**config.mk**
```make
export PLATFORM = sky130hd
export DESIGN_NAME = mem_bus_master_flat
export DESIGN_NICKNAME = d
export VERILOG_FILES = /design/src/rtl/mem_bus_master_if.sv /design/src/rtl/mem_bus_master.sv /design/src/flat_wrapper.sv
export SDC_FILE = /design/constraint.sdc
export NUM_CORES = 1
export LEC_CHECK = 0
export BUFFER_PORTS_ARGS = -buffer_cell sky130_fd_sc_hd__buf_4
export CAP_MARGIN = 10
export CELL_PAD_IN_SITES_DETAIL_PLACEMENT = 1
export CELL_PAD_IN_SITES_GLOBAL_PLACEMENT = 2
export CORE_MARGIN = 4
export CORE_UTILIZATION = 26
export DETAILED_ROUTE_END_ITERATION = 10
export PLACE_DENSITY = 0.85
export RECOVER_POWER = 50
export SKIP_LAST_GASP = 1
export SYNTH_ARGS = -nofsm -noshare
export SYNTH_HDL_FRONTEND = slang
export SYNTH_SLANG_ARGS = --single-unit
```
**constraint.sdc**
```tcl
create_clock -name clk -period 1.97 [get_ports clk]
set_input_delay 0.394 -clock clk [delete_from_list [all_inputs] [get_ports clk]]
set_output_delay 0.394 -clock clk [all_outputs]
set_load 0.02 [all_outputs]
```
**src/rtl/mem_bus_master_if.sv**
```systemverilog
// rtl/mem_bus_master_if.sv - core request/response and memory bus signals for mem_bus_master
interface mem_bus_master_if #(
  parameter int WIDTH = 16
);
  // core side
  logic             req;
  logic             wr;
  logic [WIDTH-1:0] addr_in;
  logic [WIDTH-1:0] wdata;
  logic             busy;
  logic             done;
  logic             err;
  logic [WIDTH-1:0] rdata;
  // memory side
  logic             EN;
  logic             RW;
  logic [WIDTH-1:0] addr;
  logic [WIDTH-1:0] datain;
  logic [WIDTH-1:0] dataout;
  logic             MFC;

  modport master (
    input  req, wr, addr_in, wdata, dataout, MFC,
    output busy, done, err, rdata, EN, RW, addr, datain
  );

  modport slave (
    output req, wr, addr_in, wdata, dataout, MFC,
    input  busy, done, err, rdata, EN, RW, addr, datain
  );
endinterface

```
**src/rtl/mem_bus_master.sv**
```systemverilog
// rtl/mem_bus_master.sv - asynchronous-handshake memory bus master (EN/MFC strobe protocol)
module mem_bus_master #(
  parameter int TIMEOUT = 64,
  parameter int WIDTH   = 16
) (
  input logic              clk,
  input logic              resetn,
  mem_bus_master_if.master bus
);

  localparam int            CW   = $clog2(TIMEOUT + 1);
  localparam logic [CW-1:0] TMAX = CW'(TIMEOUT);

  typedef enum logic [2:0] {
    IDLE,
    SETUP,
    STROBE,
    RELEASE,
    FINISH
  } state_t;

  state_t           state, state_n;
  logic             mfc_meta, mfc_s;
  logic [CW-1:0]    cnt, cnt_n;
  logic             abort, abort_n;
  logic             armed, armed_n;
  logic             capture;

  logic             en_q, rw_q, busy_q, done_q, err_q;
  logic [WIDTH-1:0] addr_q, datain_q, rdata_q;

  assign bus.EN     = en_q;
  assign bus.RW     = rw_q;
  assign bus.addr   = addr_q;
  assign bus.datain = datain_q;
  assign bus.rdata  = rdata_q;
  assign bus.busy   = busy_q;
  assign bus.done   = done_q;
  assign bus.err    = err_q;

  // Two-flop synchronizer; MFC comes from another timing domain
  always_ff @(posedge clk) begin
    if (!resetn) begin
      mfc_meta <= 1'b0;
      mfc_s    <= 1'b0;
    end else begin
      mfc_meta <= bus.MFC;
      mfc_s    <= mfc_meta;
    end
  end

  // State, timeout counter, abort flag and stale-MFC guard registers
  always_ff @(posedge clk) begin
    if (!resetn) begin
      state <= IDLE;
      cnt   <= '0;
      abort <= 1'b0;
      armed <= 1'b0;
    end else begin
      state <= state_n;
      cnt   <= cnt_n;
      abort <= abort_n;
      armed <= armed_n;
    end
  end

  // Next-state logic; armed only goes high after mfc_s has been seen low in
  // STROBE, so an MFC left high from a previous access is never taken as done
  always_comb begin
    state_n = state;
    cnt_n   = cnt;
    abort_n = abort;
    armed_n = armed;
    capture = 1'b0;
    case (state)
      IDLE: begin
        if (bus.req) begin
          state_n = SETUP;
          abort_n = 1'b0;
        end
      end
      SETUP: begin
        state_n = STROBE;
        cnt_n   = '0;
        armed_n = 1'b0;
      end
      STROBE: begin
        if (!mfc_s) armed_n = 1'b1;
        if (mfc_s && armed) begin
          capture = 1'b1;
          state_n = RELEASE;
          cnt_n   = '0;
        end else if (cnt == TMAX) begin
          abort_n = 1'b1;
          state_n = RELEASE;
          cnt_n   = '0;
        end else begin
          cnt_n = cnt + 1'b1;
        end
      end
      RELEASE: begin
        if (!mfc_s) begin
          state_n = FINISH;
        end else if (cnt == TMAX) begin
          abort_n = 1'b1;
          state_n = FINISH;
        end else begin
          cnt_n = cnt + 1'b1;
        end
      end
      FINISH: begin
        state_n = IDLE;
      end
      default: begin
        state_n = IDLE;
      end
    endcase
  end

  // Registered outputs, derived from the next state so they line up with it
  always_ff @(posedge clk) begin
    if (!resetn) begin
      en_q     <= 1'b0;
      rw_q     <= 1'b1;
      addr_q   <= '0;
      datain_q <= '0;
      rdata_q  <= '0;
      busy_q   <= 1'b0;
      done_q   <= 1'b0;
      err_q    <= 1'b0;
    end else begin
      if (state == IDLE && bus.req) begin
        addr_q   <= bus.addr_in;
        datain_q <= bus.wdata;
        rw_q     <= ~bus.wr;
      end
      if (capture && rw_q) rdata_q <= bus.dataout;
      en_q   <= (state_n == STROBE);
      busy_q <= (state_n != IDLE);
      done_q <= (state_n == FINISH) && !abort_n;
      err_q  <= (state_n == FINISH) && abort_n;
    end
  end

endmodule

```
**src/flat_wrapper.sv**
```systemverilog
// flat-port wrapper written by rule: the top's interface ports become plain ports
module mem_bus_master_flat 
#(
  parameter int TIMEOUT = 64,
  parameter int WIDTH   = 16
)
  (clk, resetn, bus_req, bus_wr, bus_addr_in, bus_wdata, bus_dataout, bus_MFC, bus_busy, bus_done, bus_err, bus_rdata, bus_EN, bus_RW, bus_addr, bus_datain);
  mem_bus_master_if #(.WIDTH(WIDTH)) bus_i ();
  input logic clk;
  input logic resetn;
  input wire logic [$bits(bus_i.req)-1:0] bus_req;
  input wire logic [$bits(bus_i.wr)-1:0] bus_wr;
  input wire logic [$bits(bus_i.addr_in)-1:0] bus_addr_in;
  input wire logic [$bits(bus_i.wdata)-1:0] bus_wdata;
  input wire logic [$bits(bus_i.dataout)-1:0] bus_dataout;
  input wire logic [$bits(bus_i.MFC)-1:0] bus_MFC;
  output wire logic [$bits(bus_i.busy)-1:0] bus_busy;
  output wire logic [$bits(bus_i.done)-1:0] bus_done;
  output wire logic [$bits(bus_i.err)-1:0] bus_err;
  output wire logic [$bits(bus_i.rdata)-1:0] bus_rdata;
  output wire logic [$bits(bus_i.EN)-1:0] bus_EN;
  output wire logic [$bits(bus_i.RW)-1:0] bus_RW;
  output wire logic [$bits(bus_i.addr)-1:0] bus_addr;
  output wire logic [$bits(bus_i.datain)-1:0] bus_datain;
  assign bus_i.req = bus_req;
  assign bus_i.wr = bus_wr;
  assign bus_i.addr_in = bus_addr_in;
  assign bus_i.wdata = bus_wdata;
  assign bus_i.dataout = bus_dataout;
  assign bus_i.MFC = bus_MFC;
  assign bus_busy = bus_i.busy;
  assign bus_done = bus_i.done;
  assign bus_err = bus_i.err;
  assign bus_rdata = bus_i.rdata;
  assign bus_EN = bus_i.EN;
  assign bus_RW = bus_i.RW;
  assign bus_addr = bus_i.addr;
  assign bus_datain = bus_i.datain;
  mem_bus_master #(.TIMEOUT(TIMEOUT), .WIDTH(WIDTH)) u_core (.clk(clk), .resetn(resetn), .bus(bus_i));
endmodule
```
==> results of run 1 <==
## cell type report
type | count | area share [%]
multi-input combinational | 215 | 31.2
timing repair buffer | 117 | 20.2
clock buffer | 11 | 3.74
sequential | 67 | 38.1
inverter | 6 | 0.641
tap | 129 | 4.59
clock inverter | 5 | 1.53
## repair_timing
action	in CTS	in global routing
setup buffers	0	3
endpoints found under the hold margin	0	0
endpoints found under the setup margin	0	2
## sequential cells by signal, indices dropped and copies added, names as in the netlist
register,count
u_core.bus.rdata,16
u_core.bus.EN,1
u_core.bus.addr,16
u_core.bus.err,1
u_core.armed,1
u_core.abort,1
u_core.bus.busy,1
u_core.bus.RW,1
u_core.cnt,7
u_core.bus.datain,16
u_core.mfc_meta,1
u_core.bus.done,1
u_core.mfc_s,1
u_core.state,3
## layer usage
metal  track usage (%)  vias to the layer above
li1                  -                     1242
met2              22.5                       72
met5                 0                        -
met3              4.58                        7
met1              16.9                     1151
met4              4.11                        0
## cell families after synthesis
logic type / count (synthesis) / share of synthesized area, %
flip-flops: 67 / 52.6
AO/OA/AOI/OAI: 71 / 16.1
buffers and inverters: 24 / 4.71
XOR/XNOR: 2 / 0.687
adder cells (fa/ha/maj): 2 / 0.982
multiplexers: 1 / 0.393
AND/OR/NAND/NOR: 139 / 24.5
## metrics by stage
step                      std cells  setup WS (ns)  instance area [µm²]
final                           550         0.0813                 3520
after global routing            550        0.00582                 3520
after CTS                       547         0.0500                 3700
after detailed placement        531         0.0923                 3510
after global placement          531          0.190                 3510
after floorplan                 306          0.316                 2550
## layout by cell type, fill, tap and decap left out, types with 2 or more instances in the layout
| master | synthesis | routed |
|---|---|---|
| nor3_1 | 3 | 3 |
| inv_1 | 5 | 5 |
| nand3_1 | 2 | 2 |
| nor2_1 | 8 | 8 |
| clkinv_2 | 0 | 3 |
| and2_1 | 5 | 5 |
| buf_4 | 3 | 59 |
| ha_1 | 2 | 2 |
| dfxtp_1 | 67 | 67 |
| buf_12 | 0 | 3 |
| nor4_1 | 2 | 2 |
| clkbuf_8 | 0 | 9 |
| or4_2 | 2 | 2 |
| o21ai_0 | 6 | 6 |
| o31ai_1 | 2 | 2 |
| nor2b_1 | 2 | 2 |
| xnor2_1 | 2 | 2 |
| or3_2 | 2 | 2 |
| nand2_1 | 101 | 101 |
| nand4_1 | 3 | 3 |
| a21oi_1 | 55 | 55 |
| clkbuf_1 | 10 | 57 |
## power by group through the flow
stage | combinational, mW | sequential [mW] | clock (mW)
3_5_place_dp | 0.475 | 1.49 | 0
5_1_grt | 0.482 | 1.47 | 1.22
2_1_floorplan | 0.182 | 1.54 | 0
6_report | 0.436 | 1.46 | 1.11
3_3_place_gp | 0.466 | 1.49 | 0
4_1_cts | 0.477 | 1.46 | 1.15
## final timing paths
check / startpoint / end / slack (ns) / cells after the start
setup / recovery: u_core.cnt[0] / u_core.cnt[5] / 0.08 / 6
hold / removal: bus_MFC / u_core.mfc_meta / 0.27 / 2
setup reg to reg: u_core.cnt[0] / u_core.cnt[5] / 0.08 / 6
hold reg to reg: u_core.mfc_meta / u_core.mfc_s / 0.44 / 1
==> results.ini, run 1 <==
[run_status]
status=finished clean

[sta]
slew-limit-headroom_pct=71.4
finalSetupTns_ns=0
period_needed_ns=1.89
finalClockSkew_ns=0.0129
fin_crit_sh_pct=95.9
maxSlewViolCount=0
worst_pin_slew_ns=0.428
max_freq_mhz=529
hold_viol=0
finalSetupViolCount=0
holdWs_ns=0.268
rsz0062_at_grt=no

[placement]
portBuffers=105
gp_congestion=0.773
place_hpwl_um=5710

[power]
p_int_mw=2.18
p_comb_share_pct=14.5
powerDensity_nw_per_um2=854
power.leakage_nw=1.33
p_total_mw=3.00
switchingPower_uw=820
irDropWorstVdd_mv=0.312
clkPwrFrac_pct=36.9
seq_power_share_pct=48.6
p_sw_share_pct=27.3

[global_route]
grt_usage_pct=13.7
grt_max_degree=35
antenna_found_initial=0
first_global_vias=2484
grt_remaining_overflow=0
grt_pass1_wl_um=12400

[logic_synthesis]
yosysMostFrequentCell=nand2_1
synth-seq-cells=67
synth_commonest_cells=nand2_1 (101), dfxtp_1 (67), a21oi_1 (55), clkbuf_1 (10), nor2_1 (8)
synth_ff_type=dfxtp_1
ys.warnings.count=0
yosysTopAreaCell=dfxtp_1
synth.top_cell.area_share_pct=52.6
syn_area_um2=2550
synth_edf_count=0
ys_seq_area_share_pct=52.6
ys_types=40
synth_area_leaders=dfxtp_1 (53%), nand2_1 (15%), a21oi_1 (11%)
syn-num-nets=361
avgSynthCellArea_um2=8.33
netlist_instances=306
async_flop_share_pct=0

[clocking]
ctsHoldBuffers=0
cts_resized=0
tritoncts=built
cts_buffer_depth=2
htree_levels=3
ctsRootBufferMaster=clkbuf_8
clk_pin_slew_ns=0.07
worstSkewPairLatency_ns=0.34
clock_sinks=67
cts_buffers=9

[die]
io_pins=106
die_x_um=107
die_h_um=107
start_util_pct=27.2
die_area_um2=11500
core_area_um2=9370
fp-row-count=35

[finish]
drive_above_1_share_pct=20.7
multi_input_area_um2=1100
fillCellCount=1186
syn_to_final_growth_pct=37.9
diodes=0
fin_nets=471
regArea_um2=1340
fin_util_pct=37.5

[drt]
drtAntennaViolNets=0
dr.pass1.iters=4
met2WireLength_um=3660
finalWirelength_um=7800
wl_met3_um=543
m1WireLength_um=3520
drtIter0Drc=126
top_layer_used=met4
drc=0
num_vias=2472
viasPerCell=4.49
routedWlPerCell_um=14.2

[setup_path]
crit_type=reg2reg
cpPeakStageDelay_ns=0.67
path_max_fanout=7
crit_family=simple AND/OR/NAND/NOR gates
crit_arrival_ns=2.15
required_ns=2.23
worst_path_max_delay_cell=or4_2
crit_path_start_kind=flop
path_buf_inv=1
worstPathCellList=inv_1 -> ha_1 -> nand4_1 -> o211ai_4 -> or4_2 -> a21oi_1
end_kind=flop

[run]
drv_cap=0

[min_path]
hold_path.class=in2reg

Power figures use the tool's default switching activity.
==> inputs of run 2 (changes only) <==
--- a/config.mk
+++ b/config.mk
@@ -13,7 +13,7 @@
 export CORE_UTILIZATION = 26
 export DETAILED_ROUTE_END_ITERATION = 10
 export PLACE_DENSITY = 0.85
-export RECOVER_POWER = 50
+export RECOVER_POWER = 25
 export SKIP_LAST_GASP = 1
 export SYNTH_ARGS = -nofsm -noshare
 export SYNTH_HDL_FRONTEND = slang
==> run 2 against run 1 <==
Against the previous run:
- critical path depth did not move
- combinational power is 4.8% higher
- register-to-register slack about the same
- design area grew 2.8%
- routed wire length is 0.60% lower
- power grew 0.73%
- core utilization rose by 1.0 points
- sequential share of layout area is 1.0 points lower
- critical endpoint unchanged
- largest power group unchanged
==> results.ini, run 2 (same netlist as run 1, synthesis figures left out) <==
[run_status]
status=finished clean

[global_route]
grt_pass1_wl_um=12400
antenna_found_initial=0
grt_max_degree=35
first_global_vias=2484
top_usage_layer=met2
grt_use_met1_pct=16.9
gr-usage-met3_pct=4.58
grt_usage_pct=13.7
grt_remaining_overflow=0
gr-usage-met2_pct=22.5

[clocking]
clk_pin_slew_ns=0.07
cts_buffers=9
htree_levels=3
ctsHoldBuffers=0
tritoncts=built
worstSkewPairLatency_ns=0.34
cts_buffer_depth=2
ctsRootBufferMaster=clkbuf_8
clock_sinks=67

[placement]
dp_cells=531
place_area_um2=3510
place_hpwl_um=5710
place_ws_ns=0.0923
gp_congestion=0.773
portBuffers=105

[die]
fp-row-count=35
start_util_pct=27.2
die_area_um2=11500
io_pins=106
core_area_um2=9370
die_h_um=107
die_x_um=107

[drt]
drtIter0Drc=136
dr.pass1.iters=4
num_vias=2469
drtAntennaViolNets=0
viasPerCell=4.49
drc=0
finalWirelength_um=7750
routedWlPerCell_um=14.1

[finish]
layout_common_cells=nand2_1 (101), buf_4 (85), dfxtp_1 (67)
drive_above_1_share_pct=26.8
final-instance-count-excl-fill=550
diodes=0
finalInstanceArea_um2=3610
fillCellCount=1181
final_common_cell=nand2_1
syn_to_final_growth_pct=41.8
fin_nets=471

[sta]
maxSlewViolCount=0
rsz0062_at_grt=no
worst_pin_slew_ns=0.428
finalClockSkew_ns=0.0129
max_freq_mhz=530
finalSetupViolCount=0
period_needed_ns=1.89
hold_viol=0
finalSetupTns_ns=0
slew-limit-headroom_pct=71.5
holdWs_ns=0.268
setup_slack_ns=0.0815
fin_crit_sh_pct=95.9

[setup_path]
cpPeakStageDelay_ns=0.67
required_ns=2.23
end_kind=flop
path_max_fanout=7
path_buf_inv=1
worst_path_max_delay_cell=or4_2
rrSetupSlack_ns=0.08
crit_arrival_ns=2.15
worstPathCellList=inv_1 -> ha_1 -> nand4_1 -> o211ai_4 -> or4_2 -> a21oi_1
crit_type=reg2reg
crit_family=simple AND/OR/NAND/NOR gates
crit_path_start_kind=flop

[min_path]
hold_path.class=in2reg

[power]
irDropWorstVdd_mv=0.306
powerDensity_nw_per_um2=837
power.leakage_nw=1.44

[run]
drv_cap=0

## run 2: changes by cell type in the layout (fill, tap and decap cells not counted), sizes merged
cell    change
clkbuf     -26
buf        +26
## run 2: stage by stage
stage / utilization (%) / total power [mW]
CTS: 39.5 / 3.08
finish: 38.6 / 3.02
global route: 38.6 / 3.20
floorplan: - / 1.73
global placement: 37.5 / 1.95
detailed placement: 37.5 / 1.97
## run 2: per-layer routing
metal | share of wire (%) | vias to the layer above
li1 | - | 1242
met2 | 47 | 72
met1 | 45 | 1148
met4 | 0.99 | 0
met5 | 0 | -
met3 | 7.2 | 7
## run 2: power breakdown
part           internal [mW]  switching, mW
logic                  0.205          0.252
clock network          0.582          0.527
registers               1.42         0.0406
total                   2.20          0.819
## run 2: final cells by class
cell class	count	area, µm²	area share (%)
Clock inverter	5	53.8	1.49
Tap cell	129	161	4.47
Multi-Input combinational cell	215	1100	30.3
Timing Repair Buffer	117	807	22.3
Clock buffer	11	131	3.64
Inverter	6	22.5	0.623
Sequential cell	67	1340	37.1
## run 2: final timing paths
| path | start | end | depth (start not counted) |
|---|---|---|---|
| hold / removal | bus_MFC | u_core.mfc_meta | 2 |
| hold reg to reg | u_core.mfc_meta | u_core.mfc_s | 1 |
| setup reg to reg | u_core.cnt[0] | u_core.cnt[5] | 6 |
| setup / recovery | u_core.cnt[0] | u_core.cnt[5] | 6 |
## run 2: what timing repair did
| action | 4_1_cts | 5_1_grt |
|---|---|---|
| resized for setup | 0 | 0 |
| endpoints found under the setup margin | 0 | 2 |
| setup buffers | 0 | 3 |
==> inputs of run 3 (changes only) <==
--- a/config.mk
+++ b/config.mk
@@ -14,6 +14,7 @@
 export DETAILED_ROUTE_END_ITERATION = 10
 export PLACE_DENSITY = 0.85
 export RECOVER_POWER = 25
+export SETUP_SLACK_MARGIN = 0.15
 export SKIP_LAST_GASP = 1
 export SYNTH_ARGS = -nofsm -noshare
 export SYNTH_HDL_FRONTEND = slang
==> run 3 against run 2 <==
Against the previous run:
- design area barely moved
- hold slack gained 0.0018 ns
- sequential share of layout area increased by 0.060 points
- sequential power about the same
- critical path depth did not move
- non-clock buffer count shrank 2
- power down 0.18%
- via count is 0.12% lower
- setup slack better by 0.097 ns
- critical path type unchanged
- critical endpoint unchanged
- largest power group unchanged
==> results.ini, run 3 (same netlist as run 1, synthesis figures left out) <==
[power]
power.leakage_nw=1.43
p_comb_share_pct=15.0
powerDensity_nw_per_um2=836
clkPwrFrac_pct=36.7
p_int_mw=2.20
switchingPower_uw=818
irDropWorstVdd_mv=0.306
p_sw_share_pct=27.1
seq_power_share_pct=48.3

[setup_path]
path_max_fanout=5
timing.critical_path.from=u_core.cnt[0]
worstPathCellList=inv_1 -> ha_1 -> nand4_1 -> o211ai_4 -> or4_2 -> a21oi_2
crit_path_start_kind=flop
required_ns=2.24
crit_type=reg2reg
end_kind=flop
cpPeakStageDelay_ns=0.68
rr_startpoint=u_core.cnt[0]
worst_path_max_delay_cell=or4_2
crit_arrival_ns=2.06

[sta]
finalSetupTns_ns=0
maxSlewViolCount=0
worst_pin_slew_ns=0.437
setup_slack_ns=0.179
fin_crit_sh_pct=90.9
rsz0062_at_grt=yes
hold_viol=0
max_freq_mhz=558
period_needed_ns=1.79
finalSetupViolCount=0
slew-limit-headroom_pct=70.9
finalClockSkew_ns=0.0126

[clocking]
clock_sinks=67
cts_buffers=9
htree_levels=3
ctsRootBufferMaster=clkbuf_8
worstSkewPairLatency_ns=0.34
tritoncts=built
cts_buffer_depth=2
clk_pin_slew_ns=0.07

[placement]
place_ws_ns=0.0923
portBuffers=105
place_hpwl_um=5710
place_area_um2=3510
gp_congestion=0.773

[min_path]
holdCritStartpoint=bus_MFC
hold_path.class=in2reg

[finish]
fillCellCount=1179
fin_nets=469
syn_to_final_growth_pct=41.7
layout_common_cells=nand2_1 (101), buf_4 (82), dfxtp_1 (66)
finalInstanceArea_um2=3610
diodes=0
drive_above_1_share_pct=27.2
final_common_cell=nand2_1

[run_status]
status=finished clean

[run]
drv_cap=0

[die]
die_x_um=107
die_area_um2=11500
start_util_pct=27.2
core_area_um2=9370
io_pins=106
fp-row-count=35
die_h_um=107

[global_route]
grt_remaining_overflow=0
grt_max_degree=35
grt_pass1_wl_um=12400
grt_usage_pct=13.7
first_global_vias=2492
antenna_found_initial=0

[drt]
drtAntennaViolNets=0
num_vias=2466
routedWlPerCell_um=14.1
finalWirelength_um=7730
dr.pass1.iters=4
drtIter0Drc=139
drc=0
viasPerCell=4.50

==> run 3: per-layer routing <==
layer,GRT usage [%],share of wire (%)
met1,16.9,45
met2,22.7,47
met5,0,0
met4,4.11,1.0
met3,4.58,7.2
==> run 3: path summary, 6_finish.rpt <==
check / to / slack [ns] / depth (start not counted)
setup reg to reg: u_core.cnt[5] / 0.18 / 6
hold / removal: u_core.mfc_meta / 0.27 / 2
setup / recovery: u_core.cnt[5] / 0.18 / 6
hold reg to reg: u_core.mfc_s / 0.44 / 1
==> run 3: per-stage QoR <==
stage                     std cells  utilization (%)  power (mW)  hold slack [ns]
after detailed placement        531             37.5        1.97            0.425
after CTS                       548             39.6        3.09            0.252
after floorplan                 306                -        1.73            0.412
after global placement          531             37.5        1.95            0.424
after global routing            548             38.5        3.19            0.259
final                           548             38.5        3.02            0.270
==> run 3: cell type report <==
class,count,area (µm²),share of cell area [%]
clock buffers,11,131,3.64
multi-input cells,215,1100,30.6
clock inverters,5,53.8,1.49
repair buffers,115,796,22.0
well taps,129,161,4.47
inverters,6,22.5,0.624
flip-flops and latches,67,1340,37.2
==> run 3: power groups by stage <==
stage | Sequential [mW] | Clock [mW] | Combinational (mW)
2_1_floorplan | 1.54 | 0 | 0.182
3_3_place_gp | 1.49 | 0 | 0.466
3_5_place_dp | 1.49 | 0 | 0.475
4_1_cts | 1.46 | 1.15 | 0.482
5_1_grt | 1.47 | 1.22 | 0.498
6_report | 1.46 | 1.11 | 0.452
==> run 3: what timing repair did <==
item	4_1_cts	5_1_grt
resized for setup	1	3
endpoints found under the hold margin	0	0
hold buffers	0	0
setup endpoints to repair	2	4
setup buffers	1	0
gates cloned	0	0
pin swaps	1	2
==> run 3: critical path, delay by kind of cell, from the launching register on <==
family	cells	cell delay (ns)
simple gates	2	0.83
compound gates	2	0.28
flops	1	0.35
fa+ha+maj	1	0.22
buf+inv	1	0.06
